[src/rtl/ir_mon_pkg.sv]
// Shared types and helpers for the IR event monitor.
package ir_mon_pkg;

  typedef enum logic [1:0] {IDLE, RUN, DONE} mon_state_t;

  localparam int SYNC_DEPTH  = 2;
  localparam int SLICE_BUS_W = 64;
  localparam int SLICE_W     = 16;

  // Extract field ch of width w from a packed per-channel bus (ch0 in LSBs).
  function automatic logic [SLICE_W-1:0] ch_slice(input logic [SLICE_BUS_W-1:0] bus,
                                                   input int ch, input int w);
    logic [SLICE_W-1:0] mask;
    mask = (SLICE_W'(1) << w) - SLICE_W'(1);
    return SLICE_W'(bus >> (ch * w)) & mask;
  endfunction

endpackage

[src/rtl/ir_pulse_qual.sv]
// Per-channel input path: synchroniser, polarity normalisation and
// minimum-width filter producing one qualify strobe per active period.
module ir_pulse_qual
  import ir_mon_pkg::*;
#(
  parameter int MIN_W   = 4,
  parameter bit ACT_LOW = 1'b1
) (
  input  logic clk,
  input  logic rst_n,
  input  logic i_sig,
  input  logic i_clr,
  output logic o_qual
);

  localparam int   WW       = $clog2(MIN_W + 1);
  localparam logic INACTIVE = ACT_LOW;

  logic [SYNC_DEPTH-1:0] r_sync;
  logic [WW-1:0]         r_width;
  logic                  w_act;

  assign w_act  = r_sync[SYNC_DEPTH-1] ^ INACTIVE;
  assign o_qual = w_act && !i_clr && (r_width == WW'(MIN_W - 1));

  always_ff @(posedge clk or negedge rst_n) begin
    if (!rst_n) r_sync <= {SYNC_DEPTH{INACTIVE}};
    else        r_sync <= {r_sync[SYNC_DEPTH-2:0], i_sig};
  end

  // Clearing parks the counter at MIN_W so a pulse already in progress is
  // ignored until the line has been seen inactive again.
  always_ff @(posedge clk or negedge rst_n) begin
    if (!rst_n)                         r_width <= '0;
    else if (i_clr)                     r_width <= WW'(MIN_W);
    else if (!w_act)                    r_width <= '0;
    else if (r_width != WW'(MIN_W))     r_width <= r_width + 1'b1;
  end

endmodule

[src/rtl/ir_event_monitor.sv]
// Multi-channel IR pulse monitor: counts qualified pulses per channel against
// latched expectations within a cycle budget; reports pass/timeout/over-count.
module ir_event_monitor
  import ir_mon_pkg::*;
#(
  parameter int NUM_CH  = 3,
  parameter int CNT_W   = 4,
  parameter int TMO_W   = 24,
  parameter int MIN_W   = 4,
  parameter bit ACT_LOW = 1'b1
) (
  input  logic                    clk,
  input  logic                    rst_n,
  input  logic                    i_arm,
  input  logic [TMO_W-1:0]        i_tmo_cycles,
  input  logic [NUM_CH*CNT_W-1:0] i_exp_cnt,
  input  logic [NUM_CH-1:0]       i_sig_in,
  output logic                    o_busy,
  output logic                    o_done,
  output logic                    o_pass,
  output logic                    o_err_tmo,
  output logic [NUM_CH-1:0]       o_err_over,
  output logic [NUM_CH*CNT_W-1:0] o_pulse_cnt
);

  mon_state_t              r_state, w_state_next;
  logic [NUM_CH*CNT_W-1:0] r_exp, r_cnt, w_cnt_next;
  logic [TMO_W-1:0]        r_tmo;
  logic                    r_tmo_en, r_pass, r_err_tmo;
  logic [NUM_CH-1:0]       r_err_over, w_qual, w_over, w_match;
  logic                    w_tmo_hit;

  generate
    for (genvar gi = 0; gi < NUM_CH; gi++) begin : g_ch
      logic [CNT_W-1:0] w_cur, w_exp, w_inc;

      ir_pulse_qual #(.MIN_W(MIN_W), .ACT_LOW(ACT_LOW)) u_qual (
        .clk    (clk),
        .rst_n  (rst_n),
        .i_sig  (i_sig_in[gi]),
        .i_clr  (i_arm),
        .o_qual (w_qual[gi])
      );

      assign w_cur = r_cnt[gi*CNT_W +: CNT_W];
      assign w_exp = CNT_W'(ch_slice(SLICE_BUS_W'(r_exp), gi, CNT_W));
      assign w_inc = (w_qual[gi] && (w_cur != '1)) ? w_cur + 1'b1 : w_cur;
      assign w_cnt_next[gi*CNT_W +: CNT_W] = w_inc;
      assign w_over[gi]  = (w_inc > w_exp);
      assign w_match[gi] = (w_inc == w_exp);
    end
  endgenerate

  // Budget of N expires on the Nth RUN cycle after entry.
  assign w_tmo_hit = r_tmo_en && (r_tmo == TMO_W'(1));

  always_comb begin
    w_state_next = r_state;
    case (r_state)
      IDLE:    if (i_arm) w_state_next = RUN;
      RUN:     if (i_arm) w_state_next = RUN;
               else if ((|w_over) || (&w_match) || w_tmo_hit) w_state_next = DONE;
      DONE:    if (i_arm) w_state_next = RUN;
      default: w_state_next = IDLE;
    endcase
  end

  always_ff @(posedge clk or negedge rst_n) begin
    if (!rst_n) r_state <= IDLE;
    else        r_state <= w_state_next;
  end

  always_ff @(posedge clk or negedge rst_n) begin
    if (!rst_n) begin
      r_exp      <= '0;
      r_cnt      <= '0;
      r_tmo      <= '0;
      r_tmo_en   <= 1'b0;
      r_pass     <= 1'b0;
      r_err_tmo  <= 1'b0;
      r_err_over <= '0;
    end else if (i_arm) begin
      r_exp      <= i_exp_cnt;
      r_cnt      <= '0;
      r_tmo      <= i_tmo_cycles;
      r_tmo_en   <= |i_tmo_cycles;
      r_pass     <= 1'b0;
      r_err_tmo  <= 1'b0;
      r_err_over <= '0;
    end else if (r_state == RUN) begin
      r_cnt <= w_cnt_next;
      if (r_tmo_en) r_tmo <= r_tmo - 1'b1;
      // Over-count outranks completion, which outranks timeout.
      if (|w_over)        r_err_over <= w_over;
      else if (&w_match)  r_pass     <= 1'b1;
      else if (w_tmo_hit) r_err_tmo  <= 1'b1;
    end
  end

  assign o_busy      = (r_state == RUN);
  assign o_done      = (r_state == DONE);
  assign o_pass      = r_pass;
  assign o_err_tmo   = r_err_tmo;
  assign o_err_over  = r_err_over;
  assign o_pulse_cnt = r_cnt;

endmodule
[config.mk]
export PLATFORM = sky130hd
export DESIGN_NAME = ir_event_monitor
export DESIGN_NICKNAME = d
export VERILOG_FILES = /design/src/rtl/ir_mon_pkg.sv /design/src/rtl/ir_pulse_qual.sv /design/src/rtl/ir_event_monitor.sv
export SDC_FILE = /design/constraint.sdc
export NUM_CORES = 1
export LEC_CHECK = 0
export ABC_AREA = 1
export BUFFER_PORTS_ARGS = -buffer_cell sky130_fd_sc_hd__buf_2
export CAP_MARGIN = 30
export CELL_PAD_IN_SITES_DETAIL_PLACEMENT = 0
export CELL_PAD_IN_SITES_GLOBAL_PLACEMENT = 1
export CORE_MARGIN = 4
export CORE_UTILIZATION = 40
export CTS_BUF_LIST = sky130_fd_sc_hd__clkbuf_4 sky130_fd_sc_hd__clkbuf_8
export DETAILED_ROUTE_END_ITERATION = 8
export PLACE_DENSITY = 0.74
export REMOVE_ABC_BUFFERS = 1
export SKIP_LAST_GASP = 1
export SYNTH_ARGS = -nofsm -noshare
export SYNTH_HDL_FRONTEND = slang
export SYNTH_SLANG_ARGS = --single-unit
[constraint.sdc]
create_clock -name clk -period 4.2 [get_ports clk]
set_clock_uncertainty 0.15 [all_clocks]
set_input_delay 0.21 -clock clk [delete_from_list [all_inputs] [get_ports clk]]
set_output_delay 0.21 -clock clk [all_outputs]
set_load 0.05 [all_outputs]
# Word-level counts from Yosys, hierarchy flattened
# Cells that the tools add are included.
# W data, S select, Z words.
# totals
input_bits,42
ff_bits,71
out_inout_bits,19
wordCells,110
# op_classes
bitwise,3
addsub,7
n_reduce_logical,31
mux,33
magnitude_cmp,3
eq_ne,19
# ops
operator,n
$mux W24,3
$mux W3,12
$eq A24 B1 Y1 const B,1
$mux W12,2
$reduce_or A24 Y1,1
$sub A24 B1 Y24 const B,1
$add A4 B1 Y4 const B,3
$eq A4 B4 Y1,3
$gt A4 B4 Y1,3
$mux W4,3
$ne A4 B4 Y1 const B,3
$logic_and A1 B1 Y1,10
$reduce_bool A2 Y1,5
$add A3 B1 Y3 const B,3
$eq A3 B2 Y1 const B,3
$mux W1,9
$ne A3 B3 Y1 const B,3
$reduce_bool A3 Y1,3
$mux W2,3
$reduce_and A2 Y1,3
$reduce_and A3 Y1,2
$ne A2 B2 Y1 const B,2
$pmux W2 S2,1
$reduce_and A4 Y1,1
10 further kinds,13

# Depth between registers and ports, before layout
# Gate-level depths: netlist (run 1).
# logic_depth
depth_word,12
ltp_mapped,20
depth_no_buf,20

# Hierarchy
# From an unflattened synthesis (run 1), not the netlist that was laid out.
# hier_totals
hier_cells,605
hier_area_um2,4524.3
# modules_own_cells
mod,n_inst,cells_per_inst,area_per_inst_um2,seq_area_each_um2
ir_event_monitor,1,530,3803.6,1401.3
ir_pulse_qual,3,25,240.2,127.6

# Worst setup path before layout (run 1)
# No wires, ideal clock.
# synth_path
path_kind,register to register
startpoint,register r_cnt[8] (netlist: o_pulse_cnt[8])
endpoint,register r_state[0]
arrival_ns,2.451
slack_ns,1.472
path_stages_with_launch,17
synth_period_minus_slack_ns,2.728
cell_sequence,dfrtp_1 > ha_1 > nand2_1 > inv_1 > nand2_1 > nand3_1 > inv_1 > o21ai_0 > inv_1 > ha_1 > nand2_1 > inv_1 > nand3_1 > nor3_1 > nor2_1 > nand3_1 > o21ai_0
# synth_between
elab_chain_cells,9
elab_cells_between_ends,12
cone_classes,1 x add/sub; 1 x order compare; 3 x eq/ne; 1 x mux; 6 x reduce/logical
# synth_lines
element,line_no,rtl
from (decl),ir_event_monitor.sv:27,"logic [NUM_CH*CNT_W-1:0] r_exp, r_cnt, w_cnt_next;"
from (signal assigned),ir_event_monitor.sv:91,r_cnt <= w_cnt_next;
branches (longest 2 deep; another with $add A4 B1 Y4),-,
$mux W4 *,ir_event_monitor.sv:47,assign w_inc = (w_qual[gi] && (w_cur != '1)) ? w_cur + 1'b1 : w_cur;
$gt A4 B4 Y1 or $eq A4 B4 Y1 (tied branches),"ir_event_monitor.sv:49, ir_event_monitor.sv:50",
$reduce_or A3 Y1 or $reduce_and A3 Y1 (tied branches),ir_event_monitor.sv:62,else if ((|w_over) || (&w_match) || w_tmo_hit) w_state_next = DONE;
$logic_or A1 B1 Y1 * (2 in series),ir_event_monitor.sv:62,
$ne A3 B2 Y1 (no source line) *,-,
$reduce_and A2 Y1 (no source line) *,-,
to (signal assigned),ir_event_monitor.sv:70,else r_state <= w_state_next;
to (decl),ir_event_monitor.sv:26,"mon_state_t r_state, w_state_next;"
# Mark *: on every way between the ends.
# A chain may end at the register's enable or synchronous reset.

# Final worst setup path (run 1)
# layout_path
startpoint,register r_cnt[4] (netlist: o_pulse_cnt[4])
endpoint,register r_state[1]
# Same word-level chain as after synthesis.

==> results of run 1 <==
## report_power, final
| part | internal [uW] | switching, uW | total, uW |
|---|---|---|---|
| Combinational | 240 | 510 | 750 |
| Clock | 293 | 263 | 556 |
| Sequential | 820 | 120 | 940 |
| Total | 1350 | 893 | 2250 |
## layer usage
| layer | share of wire | up-vias |
|---|---|---|
| met5 | 0 | - |
| met4 | 0.018 | 0 |
| met3 | 0.042 | 13 |
| met2 | 0.47 | 81 |
| met1 | 0.47 | 1833 |
| li1 | - | 2014 |
## cells by family (layout without fill, tap and decap cells)
family	after synthesis	count (layout)	share of synthesized area
adders and majority gates	26	26	0.0747
buffers and inverters	101	182	0.0974
AOI/OAI and AO/OA	98	98	0.122
xor gates and xnor gates	11	11	0.0221
DFF	71	71	0.410
and+or+nand+nor	272	272	0.274
## stage by stage
step           power, uW  cell area, sq um  worst slack [ns]  hold WS [ns]
5_1_grt             2440              5120              1.13        0.0386
2_1_floorplan       1460              4250              1.47        -0.236
3_3_place_gp        1680              4750              1.42         0.164
4_1_cts             2270              5120              1.48        0.0118
3_5_place_dp        1690              4770              1.37       -0.0484
6_report            2250              5120              1.49        0.0260
## worst max-delay path by stage
stage / from / endpoint / slack, ns
CTS: o_pulse_cnt[4] / r_state[1] / 1.48
global route: o_pulse_cnt[4] / r_state[1] / 1.13
detailed placement: i_arm / r_state[1] / 1.37
global placement: i_arm / r_state[1] / 1.42
floorplan: o_pulse_cnt[8] / r_state[1] / 1.47
finish: o_pulse_cnt[4] / r_state[1] / 1.49
## cell usage after synthesis, types with 4 or more instances
cell                       instances
sky130_fd_sc_hd__nor2_2            6
sky130_fd_sc_hd__o21ai_0          58
sky130_fd_sc_hd__nor2_1           62
sky130_fd_sc_hd__o21ai_1           8
sky130_fd_sc_hd__nand3_1          42
sky130_fd_sc_hd__a21oi_1          13
sky130_fd_sc_hd__nand4_1           6
sky130_fd_sc_hd__nor4_1            4
sky130_fd_sc_hd__dfrtp_1          65
sky130_fd_sc_hd__nand2_1         135
sky130_fd_sc_hd__nor3_1            4
sky130_fd_sc_hd__buf_2             4
sky130_fd_sc_hd__inv_1            82
sky130_fd_sc_hd__ha_1             26
sky130_fd_sc_hd__dfstp_2           6
sky130_fd_sc_hd__buf_6             5
sky130_fd_sc_hd__o22ai_1           8
sky130_fd_sc_hd__xor2_1           11
sky130_fd_sc_hd__clkbuf_1          5
sky130_fd_sc_hd__nor2_4            5
## registers in the layout (all words and copies together), names as in the netlist
register,cells
r_tmo,24
o_pass,1
o_err_over,3
o_err_tmo,1
g_ch.u_qual.r_width,9
g_ch.u_qual.r_sync,6
o_pulse_cnt,12
r_exp,12
r_state,2
r_tmo_en,1
## layout make-up
cell class | count | area share
Multi-Input combinational cell | 407 | 0.419
Sequential cell | 71 | 0.348
Timing Repair Buffer | 80 | 0.0982
Inverter | 86 | 0.0635
Tap cell | 136 | 0.0332
Clock buffer | 12 | 0.0286
Clock inverter | 4 | 0.00928
## worst max-delay path: cells and delay by family, from the launching register on
kind,cells,cell delay (ns)
and+or+nand+nor,15,1.44
buffers and inverters,2,0.12
DFF,1,0.41
adders and majority gates,2,0.51
## what timing repair did
| item | CTS | global route |
|---|---|---|
| setup endpoints to repair | 0 | 0 |
| buffers inserted | 0 | 0 |
| hold buffers | 16 | 0 |
| hold endpoints to repair | 80 | 0 |
==> results.md, run 1 <==
- The run finished with clean final reports.
- The mapped netlist covers 4350 sq um.
- The number of sinks driven by the clock tree is 71.
- The commonest non-fill, non-tap cell in the layout is sky130_fd_sc_hd__nand2_1.
- The post-cts repair resize count is 0.
- The number of pins with negative max-slew slack in the final report came to 0.
- The fraction of the yosys area taken by sequential cells is 0.410.
- In this run the worst path has a maximum fanout of 4.
- The busiest layer in global routing is met2.
- The layout filler cell count is 1110.
- The via count is 3941.
- The power density over the cells is 439 nW/um^2.
- The worst register-to-register path has a setup slack of 1.49 ns.
- The actual transition at the worst max-transition pin is 0.651 ns.
- Summing all flip-flop and latch instances after layout gives 1780 sq um.
- In the final layout, the multi-input gates occupy 2140 sq um.
- Once layout is complete, the utilization of the core stands at 0.489.
- The DRC violation total after the first TritonRoute iteration is 193.
- The number of failing hold endpoints at the final stage is 0.
- Once layout is complete, the cells apart from fillers number 796.
- The number of buffers between clock root and the deepest sink is 2.
- The clock latency on the worst-skew pair is 0.35 ns.
- In the routed design, unresolved DRC markers number 0.
- The kind of end point of the critical path is a flop.
- The die covers 12600 sq um.
- The CTS tree is yes.
- The antenna cell count is 0.
- Among all stages on the critical path, the largest delay is contributed by sky130_fd_sc_hd__dfrtp_1.
- The signal on the critical path passes through ha_1 > nand2_1 > nor2_1 > nor2_2 > nand2_1 > nor2_1 > nor2_1 > nor2_1 > inv_1 > ha_1 > nand2_1 > inv_1 > nand3_1 > nand2_1 > nand3_1 > nor2_1 > nand2_1 > nand2_1 > nor2_1.
- The total CTS buffers is 9.
- In the final layout, the share of cells above drive strength 1 is 0.162.
- Sorting the synthesized cells by area gives the leading types as sky130_fd_sc_hd__dfrtp_1, sky130_fd_sc_hd__nand2_1, sky130_fd_sc_hd__ha_1, sky130_fd_sc_hd__inv_1, sky130_fd_sc_hd__o21ai_0.
- The share of the clock period used by the worst path is 0.645.
- The die outline height is 112 um.
- The total grt overflow is 0.
- Including well taps, the total number of placed cells is 764.
- In this design, the stage delay of the slowest critical-path cell is 0.41 ns.
- The startpoint kind of the worst setup timing path is a flop.
- Summed over all instances, the cell type with the most area after synthesis is sky130_fd_sc_hd__dfrtp_1.
- The number of failing setup endpoints in the final timing report is 0.
- Setup repair after global routing left no endpoint under its margin.
- In this run, synthesis inferred 0 flip-flops with an integrated enable.
- The global-route wire length before repair is 18.5 mm.
- For hold timing, the worst endpoint is r_tmo[5].
- The classification of the worst setup path is flop to flop.
- The core region is 10500 sq um.
- For met2 alone, demand over resource in global routing was 0.296.
- Row generation in the floorplan step produced 37 rows.
- For this run, the leading register cell type out of synthesis is sky130_fd_sc_hd__dfrtp_1.
- In the layout the commonest cells are sky130_fd_sc_hd__nand2_1, sky130_fd_sc_hd__inv_1, sky130_fd_sc_hd__dfrtp_1.
- The horizontal extent of the die is 112 um.
- The final antenna-violating net count is 0.
- The average instance in the mapped netlist occupies 7.52 sq um.
- The post-detailed-placement half-perimeter wirelength is 7.83 mm.
- The startpoint of the tightest hold check path is i_tmo_cycles[5].
- IR analysis of the VDD net gives a maximum drop of 209 uV.
- Across the run, the number of max-cap violations was 0.
- The area fraction of the dominant cell type after synthesis is 0.374.
- The endpoint identified for the worst register-to-register timing path is r_state[1].
- Data arrives at the worst endpoint at 2.81 ns.
- For this run, asynchronously set or reset flops after synthesis account for 1.00.
- The weighted congestion at the end of routability-driven global placement is 0.784.
- Yosys printed 0 warnings.
- Counting every instance in the synthesized netlist gives 579.
- The via count of the first global-routing pass is 3895.
- The number of placed I/O pins is 61.
- Counting flops and latches in the post-synthesis netlist gives 71.
- The routed wire length is 10.8 mm.
- The total routing usage reported by global routing is 0.179.
- At the worst endpoint, the required time is 4.30 ns.
- Compared with the post-synthesis result, the final layout area differs by 17.6%.
- The initial antenna violation count is 0.
- In the final routed layout, each cell accounts on average for 13.6 um.
- After clock tree synthesis, the clock-pin slew on the worst setup and hold paths is 0.08 ns.
- Entering global routing, the biggest net connects 38 pins.
- The detailed-routing iteration count for the pre-antenna-repair pass is 4.
- The analysis attributes to cell leakage a power of 0.00262 uW.
- After layout, the minimum clock period comes to 2.71 ns.
- The final layout contains 723 nets.
- The root buffer cell is sky130_fd_sc_hd__clkbuf_8.
- Headroom to the max-slew limit came out at 0.566.
- The global-route met3 utilization is 0.0243.
- The number of vias per cell after detailed routing is 4.95.
- The source of the worst register-to-register timing path is o_pulse_cnt[4].
- The initial standard-cell utilization of the core is 0.416.
- Counting instances, the worst hold path has a depth of 3.
- Setup total negative slack on the finished layout was measured at 0 ns.
- The met1 routing resource usage after global routing is 0.238.
- The total number of H-tree levels is 3.
- The maximum achievable frequency is 369 MHz.
- Yosys mapped the design onto 36 distinct sky130hd cell types.
- The count of cells along the worst register-to-register path is 19.
- Port buffering added 60 buffers.
- The class of the most critical hold timing path is input pin to flop.
Note: power is estimated with default switching activity, not from simulation.
==> run 2, diff against run 1 <==
==> constraint.sdc (replaced) <==
create_clock -name clk -period 2.5 [get_ports clk]
set_clock_uncertainty 0.15 [all_clocks]
set_input_delay 0.125 -clock clk [delete_from_list [all_inputs] [get_ports clk]]
set_output_delay 0.125 -clock clk [all_outputs]
set_load 0.05 [all_outputs]
==> run 2 against run 1 <==
Fmax rose by 8.9%; routed wire length rose by 4.3%; largest power group unchanged; first-iteration DRC count rose by 16%; total power rose by 79%; clock power rose by 94%; sequential power rose by 68%.
==> results.md, run 2 (synthesis gave the netlist of run 1 again) <==
- The run finished with clean final reports.
- The kind of end point of the critical path is a flop.
- The number of failing hold endpoints at the final stage is 0 (unchanged).
- The area growth from synthesis to layout is 29.7%.
- The placement-stage cell area came to 4890 sq um (+2.5%).
- Setup repair after global routing could not meet its margin everywhere.
- The horizontal extent of the die was 112 um (unchanged).
- Among all stages on the critical path, the largest delay is contributed by sky130_fd_sc_hd__dfrtp_1.
- The antenna cell count is 0 (unchanged).
- The post-layout total power is 4010 uW (+79%).
- The tightest min-delay check is of the input pin to flop type.
- The total grt overflow came to 0 (unchanged).
- The startpoint kind of the worst setup timing path is a flop.
- The via count of the first global-routing pass is 4072 (+4.5%).
- In the layout the commonest cells are sky130_fd_sc_hd__nand2_1, sky130_fd_sc_hd__inv_1, sky130_fd_sc_hd__dfrtp_1.
- The initial standard-cell utilization of the core was 0.416 (unchanged).
- The detailed-routing iteration count for the pre-antenna-repair pass is 5 (+1).
- The sequential cell area in the final layout is 1780 sq um (unchanged).
- The number of standard-cell rows in the floorplan was 37 (unchanged).
- The number of vias per cell after detailed routing is 4.92 (-0.56%).
- The root buffer cell is sky130_fd_sc_hd__clkbuf_8.
- The commonest non-fill, non-tap cell in the layout is sky130_fd_sc_hd__nand2_1.
- The initial antenna violation count is 0 (unchanged).
- The total number of H-tree levels is 3 (unchanged).
- The flip-flop count of the largest register, all copies and words added is 24 (unchanged).
- The top cell family by delay on the critical path is simple AND/OR/NAND/NOR gates.
- The cell area after layout came to 5650 sq um (+10%).
- The routed wirelength normalized by instance count is 13.5 um (-0.36%).
- The placeable core region is 10500 sq um (unchanged).
- The worst-case vdd ir drop is 386 uV (+85%).
- The overall die area came to 12600 sq um (unchanged).
- The clock latency on the worst-skew pair came to 0.35 ns (about the same).
- The number of failing setup endpoints in the final timing report is 0 (unchanged).
- The number of sinks driven by the clock tree is 71 (unchanged).
- The max-capacitance violation count came to 0 (unchanged).
- The critical path goes through ha_1 > ha_1 > nand2_1 > nor2_4 > nand2_1 > xor2_1 > inv_1 > ha_1 > nand2_1 > inv_1 > nand3_1 > nand2_2 > nand3_4 > nor2_4 > nand2_1 > nand2_1 > nor2_1.
- The final net count was 760 (+5.1%).
- The post-detailed-placement half-perimeter wirelength is 7.84 mm (about the same).
- The data required time of the worst path was 2.60 ns (-1.70 ns).
- The final-layout worst hold slack is 0.0110 ns (-0.0150 ns).
- The via count was 4101 (+4.1%).
- The number of pins with negative max-slew slack in the final report is 0 (unchanged).
- The share of cells above drive strength 1 came to 0.227 (+0.0646).
- The weighted congestion at the end of routability-driven global placement was 0.812 (+3.6%).
- The maximum achievable frequency was 402 MHz (+8.9%).
- The total CTS buffers is 9 (unchanged).
- The power density over the cells is 710 nW/um^2 (+62%).
- The global-route wire length before repair is 19.3 mm (+4.5%).
- The count of port buffers added during placement is 60 (unchanged).
- The normalized max-slew margin was 0.638 (+0.0721).
- The final antenna-violating net count is 0 (unchanged).
- The maximum number of pins on one net before global-route repair is 72 (+89%).
- The CTS tree is yes.
- The number of buffer and inverter instances along the worst setup path is 2 (unchanged).
- The multi-input combinational cell area was 2310 sq um (+7.9%).
- The clock-pin slew reported for the worst setup and hold paths after clock tree synthesis is 0.07 ns (about the same).
- The number of placed I/O pins was 61 (unchanged).
- The actual transition at the worst max-transition pin was 0.542 ns (-0.109 ns).
- The die outline height was 112 um (unchanged).
- The largest stage delay on the critical path came to 0.39 ns (-0.02 ns).
- The cell that appears most often on the critical path is sky130_fd_sc_hd__nand2_1.
- The register with the most flip-flops in the final layout is r_tmo.
- The register-to-register setup slack is 0.01 ns (-1.48 ns).
- The routed wire length is 11.3 mm (+4.3%).
- The layout filler cell count is 1002 (-9.7%).
- The critical path in this run is classified as flop to flop.
- The critical path arrival is 2.59 ns (-0.22 ns).
- The number of buffers between clock root and the deepest sink is 2 (unchanged).
- The residual DRC count is 0 (unchanged).
- The DRC violation total after the first TritonRoute iteration is 223 (+16%).
- The share of the clock period used by the worst path is 0.996 (+0.350).
- The largest driver fanout on the critical path is 5 (+1).
- The leakage power is 0.00285 uW (+8.6%).
- The minimum clock period after layout is 2.49 ns (-0.221 ns).
- The total routing usage reported by global routing is 0.186 (+0.00722).
-- run 2: cell count changes in the layout (fill, tap and decap cells not counted), moves of 4 or more --
cell | previous run | this run
sky130_fd_sc_hd__nand3_2 | 1 | 5
sky130_fd_sc_hd__o21ai_0 | 58 | 52
sky130_fd_sc_hd__nand2_2 | 1 | 8
sky130_fd_sc_hd__ha_1 | 26 | 21
sky130_fd_sc_hd__nand2_1 | 135 | 125
sky130_fd_sc_hd__dlygate4sd3_1 | 16 | 32
sky130_fd_sc_hd__o21ai_1 | 8 | 13
sky130_fd_sc_hd__buf_4 | 3 | 24
sky130_fd_sc_hd__nand3_1 | 42 | 36
-- run 2: per-layer routing --
layer | vias up | part of all wire | GRT usage
li1 | 2087 | - | -
met1 | 1918 | 0.47 | 0.247
met2 | 84 | 0.48 | 0.311
met3 | 12 | 0.047 | 0.0367
met4 | 0 | 0.0097 | 0.0489
met5 | - | 0 | 0
-- run 2: layout make-up --
cell class / count / area share
clock inverters: 3 / 0.0115
inverters: 86 / 0.0576
clock buffers: 13 / 0.0295
multi-input cells: 407 / 0.410
flip-flops and latches: 71 / 0.316
well taps: 136 / 0.0301
repair buffers: 117 / 0.145
-- run 2: repair_timing --
action,4_1_cts,5_1_grt
buffers inserted,3,2
endpoints found under the setup margin,7,7
pin swaps,9,11
hold endpoints to repair,102,0
gates resized for setup,26,21
hold buffers,32,0
gates cloned,0,0
-- run 2: report_power, final --
group / switching [uW] / total, uW / internal (uW)
combinational: 899 / 1350 / 449
sequential: 204 / 1580 / 1380
clock: 443 / 1080 / 638
-- run 2: worst paths after layout --
check / from / to / depth (start not counted)
worst max-delay path: g_ch[0].u_qual.r_width[0] / r_state[1] / 17
worst min register to register: g_ch[2].u_qual.r_sync[0] / g_ch[2].u_qual.r_sync[1] / 0
worst min-delay path: i_tmo_cycles[17] / r_tmo[17] / 5
max in group asynchronous: rst_n / g_ch[2].u_qual.r_sync[1] / 3
worst max register to register: g_ch[0].u_qual.r_width[0] / r_state[1] / 17
min in group asynchronous: rst_n / g_ch[0].u_qual.r_width[1] / 3
-- run 2: worst reg2reg max path: cells and delay by family, from the launching register on --
kind	cells	cell delay, ns
xor+xnor	1	0.17
fa+ha+maj	3	0.64
buf+inv	2	0.12
flops	1	0.39
simple gates	11	0.91
-- run 2: through the flow --
| stage | cells | worst slack (ns) | utilization | setup TNS [ns] |
|---|---|---|---|---|
| after floorplan | 564 | -0.228 | - | -1.19 |
| after global placement | 780 | -0.0261 | 0.467 | -0.0408 |
| after detailed placement | 780 | -0.0898 | 0.467 | -0.257 |
| after CTS | 831 | -0.0252 | 0.533 | -0.0302 |
| after global routing | 833 | -0.201 | 0.540 | -0.867 |
| final | 833 | 0.0105 | 0.540 | 0 |
==> run 3, diff against run 2 <==
--- a/config.mk
+++ b/config.mk
@@ -10,6 +10,7 @@
 export CAP_MARGIN = 30
 export CELL_PAD_IN_SITES_DETAIL_PLACEMENT = 0
 export CELL_PAD_IN_SITES_GLOBAL_PLACEMENT = 1
+export CORE_ASPECT_RATIO = 1.5
 export CORE_MARGIN = 4
 export CORE_UTILIZATION = 40
 export CTS_BUF_LIST = sky130_fd_sc_hd__clkbuf_4 sky130_fd_sc_hd__clkbuf_8
==> run 3 against run 2 <==
The flow now finishes with violations (setup timing); critical path depth increased by 2; flip-flop and latch count unchanged; worst setup slack got worse by 0.061 ns; die area increased by 0.27%; largest power group unchanged; fmax decreased by 2.4%; critical path type unchanged; critical endpoint is now o_err_over[0]; final area increased by 0.95%.
==> results.md, run 3 (synthesis gave the netlist of run 1 again) <==
- The overall die area was 12600 sq um (+0.27%).
- The most numerous cell type found on the critical path is sky130_fd_sc_hd__nand2_1.
- The placeable core region is 10600 sq um (+1.2%).
- The data required time of the worst path is 2.63 ns (+0.03 ns).
- The global-route wire length before repair is 19.7 mm (+2.1%).
- The sequential share of power is 0.405 (+0.011).
- The startpoint kind of the worst setup timing path is a flop.
- The switching power total was 1550 uW (+0.46%).
- The first element of the critical path is g_ch[1].u_qual.r_width[1].
- The cell with the biggest individual delay on the critical path is sky130_fd_sc_hd__dfrtp_1.
- The routed wire length is 11.8 mm (+4.8%).
- The non-filler instance count after layout was 843 (+1.2%).
- The final antenna-violating net count came to 0 (unchanged).
- The maximum achievable frequency is 392 MHz (-2.4%).
- The flip-flop count of the largest register, all copies and words added is 24 (unchanged).
- The count of cells along the worst register-to-register path is 19 (+2).
- The final net count is 763 (+0.39%).
- The maximum number of pins on one net before global-route repair is 72 (unchanged).
- The proportion of power drawn by the clock network is 0.249 (-0.021).
- The source of the worst register-to-register timing path is g_ch[1].u_qual.r_width[1].
- The detailed-routing iteration count for the pre-antenna-repair pass is 4 (-1).
- The number of failing setup endpoints in the final timing report is 3 (+3).
- The number of standard-cell rows in the floorplan is 46 (+24%).
- The antenna cell count is 0 (unchanged).
- The DRC violation total after the first TritonRoute iteration is 153 (-31%).
- The initial standard-cell utilization of the core is 0.411 (-0.00501).
- The checks that failed: setup timing.
- The share of the clock period used by the worst path is 1.02 (+0.0244).
- The kind of end point of the critical path is a flop.
- The clock latency on the worst-skew pair is 0.35 ns (about the same).
- The weighted congestion at the end of routability-driven global placement is 0.816 (+0.48%).
- The count of port buffers added during placement is 60 (unchanged).
- The total number of H-tree levels is 3 (unchanged).
- The leakage power is 0.00284 uW (-0.35%).
- The number of vias per cell after detailed routing is 4.95 (+0.55%).
- The cell area after layout was 5700 sq um (+0.95%).
- The worst reg2reg path endpoint is o_err_over[0].
- The initial antenna violation count is 0 (unchanged).
- The final-layout worst hold slack came to 0.0143 ns (+0.00333 ns).
- The total CTS buffers is 9 (unchanged).
- The via count is 4173 (+1.8%).
- The CTS tree is yes.
- Setup repair after global routing could not meet its margin everywhere.
- In the layout the commonest cells are sky130_fd_sc_hd__nand2_1, sky130_fd_sc_hd__inv_1, sky130_fd_sc_hd__dfrtp_1.
- The number of buffers between clock root and the deepest sink is 2 (unchanged).
- The largest driver fanout on the critical path is 3 (-2).
- The total grt overflow is 0 (unchanged).
- The minimum clock period after layout is 2.55 ns (+0.0610 ns).
- The largest stage delay on the critical path is 0.42 ns (+0.03 ns).
- The setup slack of the critical path after layout was -0.0506 ns (-0.0610 ns).
- The share of total power consumed by net switching is 0.398 (+0.0125).
- The placed instance count is 786 (+0.77%).
- The critical path arrival came to 2.68 ns (+0.09 ns).
- The total routing usage reported by global routing came to 0.197 (+0.0114).
- The layout filler cell count is 1073 (+7.1%).
- The number of pins with negative max-slew slack in the final report was 0 (unchanged).
- The commonest non-fill, non-tap cell in the layout is sky130_fd_sc_hd__nand2_1.
- The routed wirelength normalized by instance count is 14.0 um (+3.5%).
- The power density over the cells is 685 nW/um^2 (-3.6%).
- The normalized max-slew margin is 0.657 (+0.0189).
- The number of failing hold endpoints at the final stage is 0 (unchanged).
- The post-detailed-placement half-perimeter wirelength is 8.26 mm (+5.4%).
- The register-to-register setup slack is -0.05 ns (-0.06 ns).
- The share of cells above drive strength 1 was 0.237 (+0.0108).
- The residual DRC count is 0 (unchanged).
- The clock-pin slew reported for the worst setup and hold paths after clock tree synthesis came to 0.08 ns (about the same).
- The actual transition at the worst max-transition pin was 0.514 ns (-0.0284 ns).
- The via count of the first global-routing pass is 4224 (+3.7%).
- CTS placed an instance of sky130_fd_sc_hd__clkbuf_8 at the clock tree root.
- The number of sinks driven by the clock tree is 71 (unchanged).
- The number of placed I/O pins is 61 (unchanged).
- The worst-case vdd ir drop came to 370 uV (-4.1%).
- More flip-flops sit in one register than any other, and that register is r_tmo.
- The placement-stage cell area is 4880 sq um (-0.10%).
- The combinational power share is 0.347 (+0.011).
- The max-capacitance violation count is 0 (unchanged).
- The critical path goes through ha_4 > ha_4 > nand2_4 > nor2_4 > buf_4 > nand2_1 > xor2_1 > inv_1 > ha_1 > nand2_2 > inv_2 > nand2_1 > nand2_1 > nand2_2 > nand3_4 > buf_6 > nand2_4 > nand3_2 > o21ai_1.
- The horizontal extent of the die came to 93.2 um (-17%).
- The run finished, with violations left.
- The die outline height came to 136 um (+21%).
- The capture point of the critical path is o_err_over[0].
- By startpoint and endpoint, the worst setup path is classified as flop to flop.
- The min-delay analysis places its worst path in the category input pin to flop.
- The internal power came to 2350 uW (-4.7%).
- The area growth from synthesis to layout is 30.9%.
-- run 3: worst min-delay path by stage --
stage	startpoint	to	slack (ns)	cells past startpoint
3_5_place_dp	rst_n	r_exp[3]	0.04	2
5_1_grt	i_tmo_cycles[15]	r_tmo[15]	0.02	5
4_1_cts	i_arm	r_exp[6]	0.0007	3
3_3_place_gp	rst_n	r_exp[2]	0.04	2
2_1_floorplan	rst_n	g_ch[0].u_qual.r_width[0]	-0.32	0
6_report	i_tmo_cycles[15]	r_tmo[15]	0.01	5
-- run 3: power groups by stage --
stage	combinational [uW]	sequential, uW	clock (uW)
after floorplan	894	1560	0
after global placement	1230	1590	0
after detailed placement	1260	1590	0
after CTS	1340	1580	995
after global routing	1540	1610	1040
final	1350	1580	970
-- run 3: cell type report --
type | instances | area, sq um | area share
inverter | 86 | 325 | 0.0571
sequential | 71 | 1780 | 0.313
timing repair buffer | 120 | 852 | 0.150
clock buffer | 12 | 159 | 0.0279
multi-input combinational | 407 | 2360 | 0.413
tap | 144 | 180 | 0.0316
clock inverter | 3 | 42.5 | 0.00746
-- run 3: layer usage --
layer / global-route usage / up-vias / share of wire
met3: 0.0361 / 12 / 0.036
met2: 0.364 / 77 / 0.54
met4: 0.0660 / 0 / 0.015
met5: 0 / - / 0
li1: - / 2091 / -
met1: 0.226 / 1993 / 0.41
-- run 3: per-stage QoR --
stage | total power, uW | util | setup TNS, ns | worst slack, ns
final | 3900 | 0.538 | -0.113 | -0.0506
after global routing | 4190 | 0.538 | -1.11 | -0.211
after CTS | 3910 | 0.525 | -0.0825 | -0.0223
after detailed placement | 2860 | 0.461 | -1.07 | -0.201
after global placement | 2830 | 0.461 | -0.647 | -0.124
after floorplan | 2460 | - | -1.19 | -0.228
-- run 3: critical path: cells and delay by family, from the launching register on --
family / cells / cell delay (ns)
flip-flops: 1 / 0.42
adder cells (fa/ha/maj): 3 / 0.61
XOR/XNOR: 1 / 0.16
AND/OR/NAND/NOR: 10 / 0.69
AO/OA/AOI/OAI: 1 / 0.08
buffers and inverters: 4 / 0.37
-- run 3: timing repair --
item	4_1_cts	5_1_grt
setup endpoints to repair	7	7
resized for setup	31	28
setup buffers	4	4
endpoints found under the hold margin	104	0
hold buffers	34	0
pin swaps	13	14
